===== src/rtl/fetch_pkg.sv =====
// Shared types for the instruction fetch stage: default widths, FSM states and
// the {addr, instr} entry carried toward decode.
package fetch_pkg;

  localparam int DEFAULT_ADDR_W     = 16;
  localparam int DEFAULT_INSTR_W    = 16;
  localparam int DEFAULT_FIFO_DEPTH = 4;

  typedef enum logic [0:0] {
    FETCH = 1'b0,
    FLUSH = 1'b1
  } fetch_state_t;

  typedef struct packed {
    logic [DEFAULT_ADDR_W-1:0]  addr;
    logic [DEFAULT_INSTR_W-1:0] instr;
  } fetch_entry_t;

endpackage


===== src/rtl/fetch_fifo.sv =====
// Synchronous FIFO with flush and occupancy count; the head is read straight
// from storage flops and forced to zero while empty.
module fetch_fifo #(
  parameter type T     = logic [15:0],
  parameter int  DEPTH = 4
) (
  input  logic                       clk,
  input  logic                       rst,
  input  logic                       flush,
  input  logic                       push,
  input  T                           push_data,
  input  logic                       pop,
  output T                           head,
  output logic [$clog2(DEPTH+1)-1:0] count
);

  localparam int PW = $clog2(DEPTH);
  localparam int CW = $clog2(DEPTH+1);

  T              mem [DEPTH];
  logic [PW-1:0] wr_ptr;
  logic [PW-1:0] rd_ptr;
  logic          do_push;
  logic          do_pop;

  assign do_pop  = pop && (count != '0);
  assign do_push = push && ((count != CW'(DEPTH)) || do_pop);

  // Flush takes priority over a coincident push or pop.
  always_ff @(posedge clk) begin
    if (rst || flush) begin
      wr_ptr <= '0;
      rd_ptr <= '0;
      count  <= '0;
    end else begin
      if (do_push) wr_ptr <= wr_ptr + PW'(1);
      if (do_pop)  rd_ptr <= rd_ptr + PW'(1);
      count <= count + CW'(do_push) - CW'(do_pop);
    end
  end

  always_ff @(posedge clk) begin
    if (do_push && !flush && !rst) mem[wr_ptr] <= push_data;
  end

  always_comb begin
    head = '0;
    if (count != '0) head = mem[rd_ptr];
  end

endmodule


===== src/rtl/instr_fetch.sv =====
// Fetch stage: issues pc to instruction memory under a credit limit, tags
// responses with their address and flushes everything on a redirect.
module instr_fetch
  import fetch_pkg::*;
#(
  parameter int ADDR_W     = DEFAULT_ADDR_W,
  parameter int INSTR_W    = DEFAULT_INSTR_W,
  parameter int FIFO_DEPTH = DEFAULT_FIFO_DEPTH
) (
  input  logic               clk,
  input  logic               rst,
  input  logic [ADDR_W-1:0]  pc,
  output logic               pc_advance,
  input  logic               redirect,
  output logic               imem_req_valid,
  input  logic               imem_req_ready,
  output logic [ADDR_W-1:0]  imem_req_addr,
  input  logic               imem_rsp_valid,
  input  logic [INSTR_W-1:0] imem_rsp_data,
  output logic               if_valid,
  input  logic               if_ready,
  output logic [INSTR_W-1:0] if_instr,
  output logic [ADDR_W-1:0]  if_pc,
  output fetch_state_t       state_dbg
);

  localparam int CW = $clog2(FIFO_DEPTH+1);

  fetch_state_t      state;
  fetch_state_t      state_next;
  logic [CW-1:0]     outstanding;
  logic [CW-1:0]     occupancy;
  logic [CW-1:0]     discard;
  logic [CW-1:0]     discard_base;
  logic [CW-1:0]     discard_next;
  logic [CW:0]       credit_used;
  logic              accept;
  logic              rsp_keep;
  logic              rsp_drop;
  logic              if_pop;
  logic [ADDR_W-1:0] rsp_addr;
  fetch_entry_t      in_entry;
  fetch_entry_t      head_entry;

  // Handshakes: a transfer happens on a rising edge where valid && ready;
  // valid never depends on ready, and offered data holds until transferred.
  assign credit_used    = {1'b0, outstanding} + {1'b0, occupancy};
  assign imem_req_valid = !rst && (state == FETCH) && !redirect &&
                          (credit_used < (CW+1)'(FIFO_DEPTH));
  assign imem_req_addr  = pc;
  assign accept         = imem_req_valid && imem_req_ready;
  assign pc_advance     = accept;

  assign rsp_keep = imem_rsp_valid && (state == FETCH);
  assign if_pop   = if_valid && if_ready;

  fetch_fifo #(
    .T     (logic [ADDR_W-1:0]),
    .DEPTH (FIFO_DEPTH)
  ) u_addr_q (
    .clk       (clk),
    .rst       (rst),
    .flush     (redirect),
    .push      (accept),
    .push_data (pc),
    .pop       (rsp_keep),
    .head      (rsp_addr),
    .count     (outstanding)
  );

  assign in_entry = '{addr: rsp_addr, instr: imem_rsp_data};

  fetch_fifo #(
    .T     (fetch_entry_t),
    .DEPTH (FIFO_DEPTH)
  ) u_instr_q (
    .clk       (clk),
    .rst       (rst),
    .flush     (redirect),
    .push      (rsp_keep),
    .push_data (in_entry),
    .pop       (if_pop),
    .head      (head_entry),
    .count     (occupancy)
  );

  assign if_valid  = (occupancy != '0);
  assign if_instr  = head_entry.instr;
  assign if_pc     = head_entry.addr;
  assign state_dbg = state;

  // Responses owed to the old stream: in FETCH that is everything
  // outstanding, in FLUSH it is whatever discard still holds.
  assign discard_base = (state == FETCH) ? outstanding : discard;
  assign rsp_drop     = imem_rsp_valid && (discard_base != '0);

  always_comb begin
    discard_next = discard;
    if (redirect) begin
      discard_next = discard_base - CW'(rsp_drop);
    end else if (state == FLUSH && rsp_drop) begin
      discard_next = discard - CW'(1);
    end
    state_next = (discard_next != '0) ? FLUSH : FETCH;
  end

  always_ff @(posedge clk) begin
    if (rst) begin
      state   <= FETCH;
      discard <= '0;
    end else begin
      state   <= state_next;
      discard <= discard_next;
    end
  end

  a_no_overflow : assert property (@(posedge clk) disable iff (rst)
    occupancy <= CW'(FIFO_DEPTH));

endmodule


===== config.mk =====
export PLATFORM = sky130hd
export DESIGN_NAME = instr_fetch
export DESIGN_NICKNAME = d
export VERILOG_FILES = /design/src/rtl/fetch_pkg.sv /design/src/rtl/fetch_fifo.sv /design/src/rtl/instr_fetch.sv
export SDC_FILE = /design/constraint.sdc
export NUM_CORES = 1
export LEC_CHECK = 0
export CORE_MARGIN = 2
export CORE_UTILIZATION = 40
export CTS_CLUSTER_SIZE = 12
export DETAILED_ROUTE_END_ITERATION = 8
export GPL_ROUTABILITY_DRIVEN = 0
export SLEW_MARGIN = 20
export SYNTH_ARGS = -nofsm -noshare
export SYNTH_HDL_FRONTEND = slang
export SYNTH_HIERARCHICAL = 1
export SYNTH_SLANG_ARGS = --single-unit

===== constraint.sdc =====
create_clock -name clk -period 6.2 [get_ports clk]
set_input_delay 0.62 -clock clk [delete_from_list [all_inputs] [get_ports clk]]
set_output_delay 0.62 -clock clk [all_outputs]
set_load 0.05 [all_outputs]

==> summary.md, run 1 <==
| Metric | Value |
|---|---|
| Mean routed wirelength per cell | 18.2 um |
| Setup Skew | 0.00860 ns |
| Routed vias/inst | 5.03 |
| Critical path capture point type | primary output |
| Largest net degree at the start of global routing | 35 |
| Final worst path period need | 3.54 ns |
| Leak | 3.42 nW |
| Worst path required time | 5.58 ns |
| Synth Area in Compound Gates | 1.57% |
| Simple-Gate Fraction of Synth Area | 6.90% |
| Critical path arrival | 2.92 ns |
| Post-synthesis register bit count | 214 |
| Congestion Overflow GR | 0 |
| Int Pwr | 2.36 mW |
| Initial DRC count | 218 |
| Register area share after synthesis | 70.7% |
| Mux contribution to synthesized area | 13.6% |
| Final setup vio count | 0 |
| Clk pin slew, worst setup/hold paths | 0.06 ns |
| CTS buffer count | 23 |
| Die H | 152 um |
| Mapped cell area | 8770 um^2 |
| Final wirelength | 15.2 mm |
| Vias | 4214 |
| Post-cts resize count | 0 |
| Rel. slew slack | 39.2% |
| Fmax | 283 MHz |
| Main combinational cell family by area after synthesis | multiplexers |
| Initial antenna violation count | 0 |
| RSZ-0062 raised after global routing | no |
| Syn nets | 524 |
| Fill count | 1794 |
| Clock Latency Late Sink | 0.49 ns |
| Drt pass-1 iters | 6 |
| TritonCTS clock tree | built |
| Cell Area, Placed | 9790 um^2 |
| Worst-margin pin slew | 0.913 ns |
| Mapped Avg Cell Area | 18.8 um^2 |
| Pwr/cell area | 290 nW/um^2 |
| Sequential power share | 53.1% |
| CP Max Fanout | 14 |
| Slew Viols, Final | 0 |
| CTS Hold Bufs | 0 |
| Fin crit share | 57.0% |
| Ys Warns | 6 |
| Starting density of the core | 40.4% |
| Combinational cell fraction of total power | 8.5% |
| Global-route wire length before repair | 24.0 mm |
| Clk root buf | clkbuf_16 |
| GRT Util Overall | 13.1% |
| Setup CP Type | in -> out |
| Status | completed |
| Die area | 23100 um^2 |
| Switch Pwr | 665 uW |
| # port buffers | 89 |
| CP startpoint kind | input port |
| Die width | 152 um |
| Fin util | 48.1% |
| Rows | 54 |
| Clock tree buffer depth | 3 |
| Synth Area in Adders | 2.88% |
| Vias in the first global route | 4437 |
| Final #Nets | 606 |
| Final instance area | 10400 um^2 |
| Post-synth cell types | 42 |
| Drt drc | 0 |
| MaxCap Viol Count | 0 |
| VDD IR max | 211 uV |
| Gate Count Post-Synth | 467 |
| ANT nets after route | 0 |
| Setup_tns | 0 ns |
| Syn-to-layout area delta | 18.8% |
| Antenna Cells | 0 |
| Top-level I/O count | 90 |
| Htree depth | 1 |
| DP Wirelength | 9.02 mm |
| Clk pwr share | 38.4% |
| Post-CTS setup buffer count | 0 |
| Layout cells sized above 1 | 14.7% |
| Hold WC Path Type | reg -> reg |
| Synth Area in XOR/XNOR | 0.599% |
| Sw frac | 22.0% |
| Core area | 21700 um^2 |
| CTS Sinks | 214 |
| Final hold vios | 0 |
Yosys cell counts (all sizes together):
cell type,instances,area share [%]
a21boi,1,0.086
mux2i,8,0.91
mux2,1,0.13
nand3,2,0.11
a2bb2oi,1,0.17
or3,2,0.14
nand2,15,0.73
ha,17,2.4
inv,17,0.73
and2,4,0.29
o21bai,1,0.086
dfxtp,22,5.0
or4bb,2,0.26
buf,28,2.7
edfxtp,192,66
o21ai,5,0.29
o311ai,3,0.30
mux4,48,13
xnor2,4,0.40
and2b,7,0.60
clkbuf,7,0.30
nor2,5,0.24
fa,2,0.46
nor3,10,0.68
a31oi,1,0.071
o31ai,1,0.086
and3,8,0.57
nor2b,44,3.1
a21oi,2,0.11
nand2b,1,0.071
xor2,2,0.20
o41a,2,0.26
a221o,1,0.11
nor4,1,0.071
metrics by stage:
stage	power [mW]	worst slack [ns]	hold slack, ns	std cells
after global placement	1.89	2.38	0.472	804
after detailed placement	1.90	2.28	0.486	804
after global routing	3.14	2.52	0.527	838
final	3.03	2.66	0.505	838
after floorplan	1.80	2.09	0.458	467
after CTS	3.06	2.65	0.501	838
cell type report:
cell class | instances | area, um^2 | area share [%]
multi-input combinational | 201 | 2260 | 21.7
sequential | 214 | 6210 | 59.6
inverter | 17 | 63.8 | 0.612
tap | 280 | 350 | 3.36
timing repair buffer | 92 | 913 | 8.76
clock buffer | 28 | 594 | 5.70
clock inverter | 6 | 32.5 | 0.312
state kept, by name, summed over array words and instances (netlist names), named ones only:
name              cells
u_addr_q/count        3
u_addr_q/mem         64
u_instr_q/wr_ptr      2
state_dbg             1
u_addr_q/wr_ptr       2
u_instr_q/mem       128
u_instr_q/rd_ptr      2
discard               3
u_instr_q/count       3
u_addr_q/rd_ptr       2
cell usage in the layout, fill, tap and decap left out, types with 3 or more instances in the layout:
cell,netlist,final
xnor2_1,4,4
edfxtp_1,192,192
and3_2,0,4
clkbuf_1,7,5
and3_1,8,4
dfxtp_1,22,20
buf_4,16,3
nor2b_1,44,44
clkdlybuf4s50_1,0,89
nand2_1,14,14
clkbuf_16,0,23
inv_1,17,17
and2_1,4,4
mux2i_1,8,8
nor2_1,4,4
ha_1,17,17
clkinv_1,0,3
mux4_1,6,6
mux4_2,42,42
o21ai_0,5,5
nor3_1,8,8
and2b_1,7,7
worst paths after layout:
check / startpoint / cells after the start / slack, ns / end
worst max-delay path: rst / 6 / 2.66 / pc_advance
worst min-delay path: u_instr_q/rd_ptr[0] / 2 / 0.51 / flip-flop
worst max register to register: u_addr_q/count[2] / 15 / 2.90 / u_addr_q/count[2]
worst min register to register: u_instr_q/rd_ptr[0] / 2 / 0.51 / flip-flop
layer usage:
metal	global-route usage (%)	wire, um	up-vias
li1	-	-	1965
met1	17.2	6740	2138
met2	22.7	7630	92
met3	2.57	590	19
met4	3.12	261	0
met5	0	0	-
power groups by stage:
| stage | clock network (mW) | logic, mW | registers [mW] |
|---|---|---|---|
| after floorplan | 0 | 0.170 | 1.63 |
| after global placement | 0 | 0.255 | 1.63 |
| after detailed placement | 0 | 0.260 | 1.64 |
| after CTS | 1.20 | 0.261 | 1.60 |
| after global routing | 1.26 | 0.277 | 1.61 |
| final | 1.16 | 0.257 | 1.61 |
critical path, stage by stage:
cell	delay, ns
clkdlybuf4s50_1	0.66
nor4_1	0.37
nand2_1	0.08
a31oi_1	0.17
and2_1	0.19
clkdlybuf4s50_1	0.81
cells by family after synthesis:
family          after synthesis
compound gates               18
xor+xnor                      6
fa+ha+maj                    19
buf+inv                      52
flops                       214
mux                          57
simple gates                101
(Power assumes the default switching activity.)
==> run 2: changes to the inputs <==
==> constraint.sdc (replaced) <==
create_clock -name clk -period 3.27 [get_ports clk]
set_input_delay 0.327 -clock clk [delete_from_list [all_inputs] [get_ports clk]]
set_output_delay 0.327 -clock clk [all_outputs]
set_load 0.05 [all_outputs]
==> run 2 against run 1 <==
  * Final cell count grew 2.1%
  * Via count grew 2.4%
  * Sequential share of layout area shrank 1.3 points
  * Power grew 93%
  * Global-route usage grew 0.48 points
  * Wire length grew 2.3%
  * Utilization grew 1.1 points
  * Count of clock-buffer cells in the layout grew 4
  * Sequential power grew 89%
  * Final area grew 2.3%
  * Critical path type is now reg -> out
  * Largest cell class unchanged
==> summary.md, run 2 (synthesized netlist as in run 1, its figures left out) <==
| Metric | Value |
|---|---|
| Drt drc | 0 (unchanged) |
| Clock tree buffer depth | 3 (unchanged) |
| Final setup vio count | 0 (unchanged) |
| Final hold vios | 0 (unchanged) |
| Setup CP Type | reg -> out |
| Congestion Overflow GR | 0 (unchanged) |
| Final worst path period need | 3.02 ns |
| Routed vias/inst | 5.04 (+0.27%) |
| Initial antenna violation count | 0 (unchanged) |
| CTS Hold Bufs | 0 (unchanged) |
| Fin crit share | 92.5% |
| Leak | 3.53 nW (+3.3%) |
| Status | completed |
| Final #Nets | 620 (+2.3%) |
| Largest net degree at the start of global routing | 35 (unchanged) |
| Die area | 23100 um^2 (unchanged) |
| ANT nets after route | 0 (unchanged) |
| Post-CTS setup buffer count | 0 (unchanged) |
| VDD IR max | 353 uV (+67%) |
| CP startpoint kind | flip-flop |
| Clock Latency Late Sink | 0.50 ns (about the same) |
| Final wirelength | 15.6 mm (+2.3%) |
| Most frequent cells in the layout | 192 x edfxtp_1, 88 x clkdlybuf4s50_1, 44 x nor2b_1, 42 x mux4_2, 23 x clkbuf_16 |
| Hold Crit Depth | 1 (-1) |
| Max FFs per register | 128 (unchanged) |
| # port buffers | 89 (unchanged) |
| Die H | 152 um (unchanged) |
| Global-route wire length before repair | 24.8 mm (+3.5%) |
| Critical path arrival | 2.70 ns (-0.22 ns) |
| Vias in the first global route | 4512 (+1.7%) |
| CP Max Fanout | 23 (+9) |
| Tot Pwr | 5.84 mW (+93%) |
| Setup_tns | 0 ns (unchanged) |
| Pwr/cell area | 548 nW/um^2 (+89%) |
| Syn-to-layout area delta | 21.5% |
| Slew Viols, Final | 0 (unchanged) |
| MaxCap Viol Count | 0 (unchanged) |
| Clk root buf | clkbuf_16 |
| Setup Skew | 0.0138 ns (+0.00518 ns) |
| Initial DRC count | 209 (-4.1%) |
| Rows | 54 (unchanged) |
| Top-level I/O count | 90 (unchanged) |
| Fill count | 1801 (+0.39%) |
| Fin util | 49.2% (+1.1 points) |
| Most common cell after layout, fill and taps aside | edfxtp_1 |
| Fmax | 331 MHz |
| DP Wirelength | 9.79 mm (+8.5%) |
| Antenna Cells | 0 (unchanged) |
| Worst r2r path cells | 12 (-3) |
| CTS buffer count | 23 (unchanged) |
| Worst-margin pin slew | 0.766 ns (-0.147 ns) |
| RSZ-0062 raised after global routing | no |
| Finished Layout Cells | 856 (+2.1%) |
| Die width | 152 um (unchanged) |
| Clk pin slew, worst setup/hold paths | 0.06 ns (about the same) |
| Core area | 21700 um^2 (unchanged) |
| Hold WC Path Type | in -> reg |
| Critical path capture point type | primary output |
| CTS Sinks | 214 (unchanged) |
| Drt pass-1 iters | 4 (-2) |
| TritonCTS clock tree | built |
| Biggest regs | u_instr_q/mem (128), u_addr_q/mem (64) |
| Post-cts resize count | 0 (unchanged) |
| Rel. slew slack | 48.9% (+9.7 points) |
| GRT Util Overall | 13.6% (+0.48 points) |
| Htree depth | 1 (unchanged) |
| Vias | 4316 (+2.4%) |
| Mean routed wirelength per cell | 18.2 um (+0.12%) |
| Worst path required time | 2.94 ns (-2.64 ns) |
| Placed Cells incl. Taps | 818 (+1.7%) |
| Layout cells sized above 1 | 18.6% (+3.9 points) |
| Starting density of the core | 40.4% (unchanged) |
| Largest register by flop count | u_instr_q/mem |
[run 2: changes by cell type in the layout (fill, tap and decap cells not counted), sizes merged]
cell and change:
buf +15, clkbuf +4, clkdlybuf4s50 -1
[run 2: layer usage]
metal / track usage [%] / routed length [um]
met3: 2.37 / 686
met2: 23.1 / 7700
met1: 18.3 / 6950
met5: 0 / 0
met4: 3.38 / 227
[run 2: final timing paths]
check,start,endpoint,slack [ns]
min reg2reg,u_instr_q/rd_ptr[0],u_instr_q/rd_ptr[0],0.50
max reg2reg,u_instr_q/count[1],u_instr_q/count[2],0.37
min,imem_rsp_data[4],u_instr_q/mem[1][4],0.47
max,flip-flop,if_instr[8],0.25
[run 2: stage by stage]
step	hold slack, ns	instance area (um^2)	setup WS (ns)
after floorplan	0.396	8800	-0.0417
after global routing	0.460	10700	0.117
final	0.468	10700	0.247
after detailed placement	0.483	9990	0.246
after CTS	0.445	10700	0.180
after global placement	0.477	9990	0.268
[run 2: cell type report]
cell class / instances / area (um^2) / share of cell area (%)
clock buffer: 32 / 639 / 6.00
clock inverter: 6 / 35.0 / 0.329
inverter: 17 / 63.8 / 0.599
multi-input combinational: 201 / 2280 / 21.4
sequential: 214 / 6210 / 58.3
tap: 280 / 350 / 3.29
timing repair buffer: 106 / 1080 / 10.1
[run 2: where the power goes]
group / switching [mW] / total, mW / internal (mW)
sequential: 0.0325 / 3.04 / 3.01
combinational: 0.303 / 0.502 / 0.200
clock: 0.944 / 2.30 / 1.35
[run 2: worst max-delay path: stages (launching register included)]
cell	delay [ns]
dfxtp_2	0.76
buf_4	0.29
mux4_2	0.31
nor2b_1	0.14
clkdlybuf4s50_1	0.71
==> run 3: changes to the inputs <==
--- a/config.mk
+++ b/config.mk
@@ -7,10 +7,8 @@
 export LEC_CHECK = 0
 export CORE_MARGIN = 2
 export CORE_UTILIZATION = 40
-export CTS_CLUSTER_SIZE = 12
 export DETAILED_ROUTE_END_ITERATION = 8
 export GPL_ROUTABILITY_DRIVEN = 0
-export SLEW_MARGIN = 20
 export SYNTH_ARGS = -nofsm -noshare
 export SYNTH_HDL_FRONTEND = slang
 export SYNTH_HIERARCHICAL = 1
==> run 3 against run 2 <==
  * Fmax is essentially flat
  * Via count is 0.14% higher
  * Largest power group unchanged
  * Final cell count is 0.47% higher
  * Sequential power hardly changed
  * Sequential share of layout area is essentially flat
  * Flip-flop and latch count unchanged
  * First-iteration DRC count fell by 11%
  * Setup slack gained 0.0012 ns
  * Highest routed layer unchanged
  * Largest cell class unchanged
  * Critical path type unchanged
  * Global-route usage is 0.062 points higher
  * Combinational power about the same
==> summary.md, run 3 (synthesized netlist as in run 1, its figures left out) <==
| Metric | Value |
|---|---|
| VDD IR max | 355 uV (+0.45%) |
| # port buffers | 89 (unchanged) |
| Setup Skew | 0.0147 ns (+0.000893 ns) |
| Worst path required time | 2.94 ns (about the same) |
| Routed vias/inst | 5.03 (-0.33%) |
| CP Max Fanout | 23 (unchanged) |
| Most frequent cells in the layout | 192 x edfxtp_1, 88 x clkdlybuf4s50_1, 44 x nor2b_1, 42 x mux4_2, 23 x clkbuf_16 |
| DP Wirelength | 9.79 mm (unchanged) |
| MaxCap Viol Count | 0 (unchanged) |
| Leak | 3.54 nW (+0.22%) |
| Core area | 21700 um^2 (unchanged) |
| Mean routed wirelength per cell | 18.2 um (+0.10%) |
| Critical-path cell list | buf_4, mux4_2, nor2b_1, clkdlybuf4s50_1 |
| Fin crit share | 92.4% (about the same) |
| Largest register by flop count | u_instr_q/mem |
| Clk pin slew, worst setup/hold paths | 0.06 ns (about the same) |
| Setup CP Type | reg -> out |
| Antenna Cells | 0 (unchanged) |
| Fmax | 331 MHz (about the same) |
| CTS Hold Bufs | 0 (unchanged) |
| Rel. slew slack | 49.3% (+0.47 points) |
| Delay-heaviest family, CP | buffers and inverters |
| Setup_tns | 0 ns (unchanged) |
| Final #Nets | 620 (unchanged) |
| Htree depth | 1 (unchanged) |
| Starting density of the core | 40.4% (unchanged) |
| Setup WS post-layout | 0.248 ns (+0.00120 ns) |
| Status | completed |
| Clk root buf | clkbuf_16 |
| Post-CTS setup buffer count | 0 (unchanged) |
| Hold WC Path Type | in -> reg |
| Sw frac | 22.2% (+0.27 points) |
| Global-route wire length before repair | 24.9 mm (+0.53%) |
| RSZ-0062 raised after global routing | no |
| Rows | 54 (unchanged) |
| Die area | 23100 um^2 (unchanged) |
| Critical path arrival | 2.70 ns (about the same) |
| Top-level I/O count | 90 (unchanged) |
| Clock tree buffer depth | 3 (unchanged) |
| Vias | 4322 (+0.14%) |
| Clock Latency Late Sink | 0.50 ns (about the same) |
| Final worst path period need | 3.02 ns (-0.00120 ns) |
| Final wirelength | 15.7 mm (+0.57%) |
| Die width | 152 um (unchanged) |
| Largest net degree at the start of global routing | 35 (unchanged) |
| Post-cts resize count | 0 (unchanged) |
| Initial DRC count | 187 (-11%) |
| Layout cells sized above 1 | 18.8% (+0.22 points) |
| Biggest regs | u_instr_q/mem (128), u_addr_q/mem (64) |
| Final setup vio count | 0 (unchanged) |
| Finished Layout Cells | 860 (+0.47%) |
| ANT nets after route | 0 (unchanged) |
| Most common cell after layout, fill and taps aside | edfxtp_1 |
| Congestion Overflow GR | 0 (unchanged) |
| Crit-path max cell delay | 0.82 ns (+0.06 ns) |
| Max FFs per register | 128 (unchanged) |
| Slew Viols, Final | 0 (unchanged) |
| Drt pass-1 iters | 4 (unchanged) |
| Crit path max-delay cell type | clkdlybuf4s50_1 |
| Syn-to-layout area delta | 21.6% (about the same) |
| Clk pwr share | 39.4% (about the same) |
| Worst-margin pin slew | 0.759 ns (-0.00707 ns) |
| Combinational cell fraction of total power | 8.6% (about the same) |
| CP Buf/Inv Count | 2 (unchanged) |
| Worst slack, placed | 0.246 ns (unchanged) |
| CTS buffer count | 23 (unchanged) |
| Sequential power share | 52.0% (about the same) |
| Pwr/cell area | 548 nW/um^2 (about the same) |
| Final hold vios | 0 (unchanged) |
| Vias in the first global route | 4547 (+0.78%) |
| GRT Util Overall | 13.7% (+0.062 points) |
| Placed Cells incl. Taps | 818 (unchanged) |
| Critical path capture point type | primary output |
| CTS Sinks | 214 (unchanged) |
| TritonCTS clock tree | built |
| Initial antenna violation count | 0 (unchanged) |
| Drt drc | 0 (unchanged) |
| CP startpoint kind | flip-flop |
| Switch Pwr | 1.30 mW (+1.3%) |
| Die H | 152 um (unchanged) |
| Tot Pwr | 5.85 mW (about the same) |
| Int Pwr | 4.55 mW (-0.30%) |
[run 3: changes by cell type in the layout (fill, tap and decap cells not counted)]
cell and delta:
clkinv_2 +3, clkbuf_8 -1, clkinv_1 +2
[run 3: metrics by stage]
stage,hold WS (ns),cell area (um^2),util (%)
floorplan,0.396,8800,-
global placement,0.477,9990,46.0
detailed placement,0.483,9990,46.0
CTS,0.442,10700,49.2
global route,0.458,10700,49.2
finish,0.465,10700,49.2
[run 3: final cells by class]
type / count / area, um^2
timing repair buffer: 106 / 1080
multi-input combinational: 201 / 2280
clock inverter: 11 / 57.6
tap: 280 / 350
inverter: 17 / 63.8
sequential: 214 / 6210
fill: 1805 / 11000
clock buffer: 31 / 626
[run 3: power by group through the flow]
stage	registers (mW)	clock network, mW	logic, mW
2_1_floorplan	3.10	0	0.327
3_3_place_gp	3.10	0	0.499
3_5_place_dp	3.10	0	0.509
4_1_cts	3.04	2.39	0.511
5_1_grt	3.05	2.48	0.541
6_report	3.04	2.30	0.502
[run 3: worst paths after layout]
check | slack (ns) | depth (start not counted) | endpoint | startpoint
worst max-delay path | 0.25 | 4 | if_instr[2] | flip-flop
worst min-delay path | 0.46 | 1 | u_instr_q/mem[2][4] | imem_rsp_data[4]
worst max register to register | 0.37 | 12 | u_instr_q/count[2] | u_instr_q/count[1]
worst min register to register | 0.50 | 2 | u_instr_q/rd_ptr[0] | u_instr_q/rd_ptr[0]
[run 3: layer usage]
metal | vias up | share of wire [%] | GRT usage [%]
li1 | 2010 | - | -
met1 | 2197 | 45 | 18.4
met2 | 95 | 50 | 23.3
met3 | 20 | 4.1 | 2.34
met4 | 0 | 1.3 | 3.38
met5 | - | 0 | 0
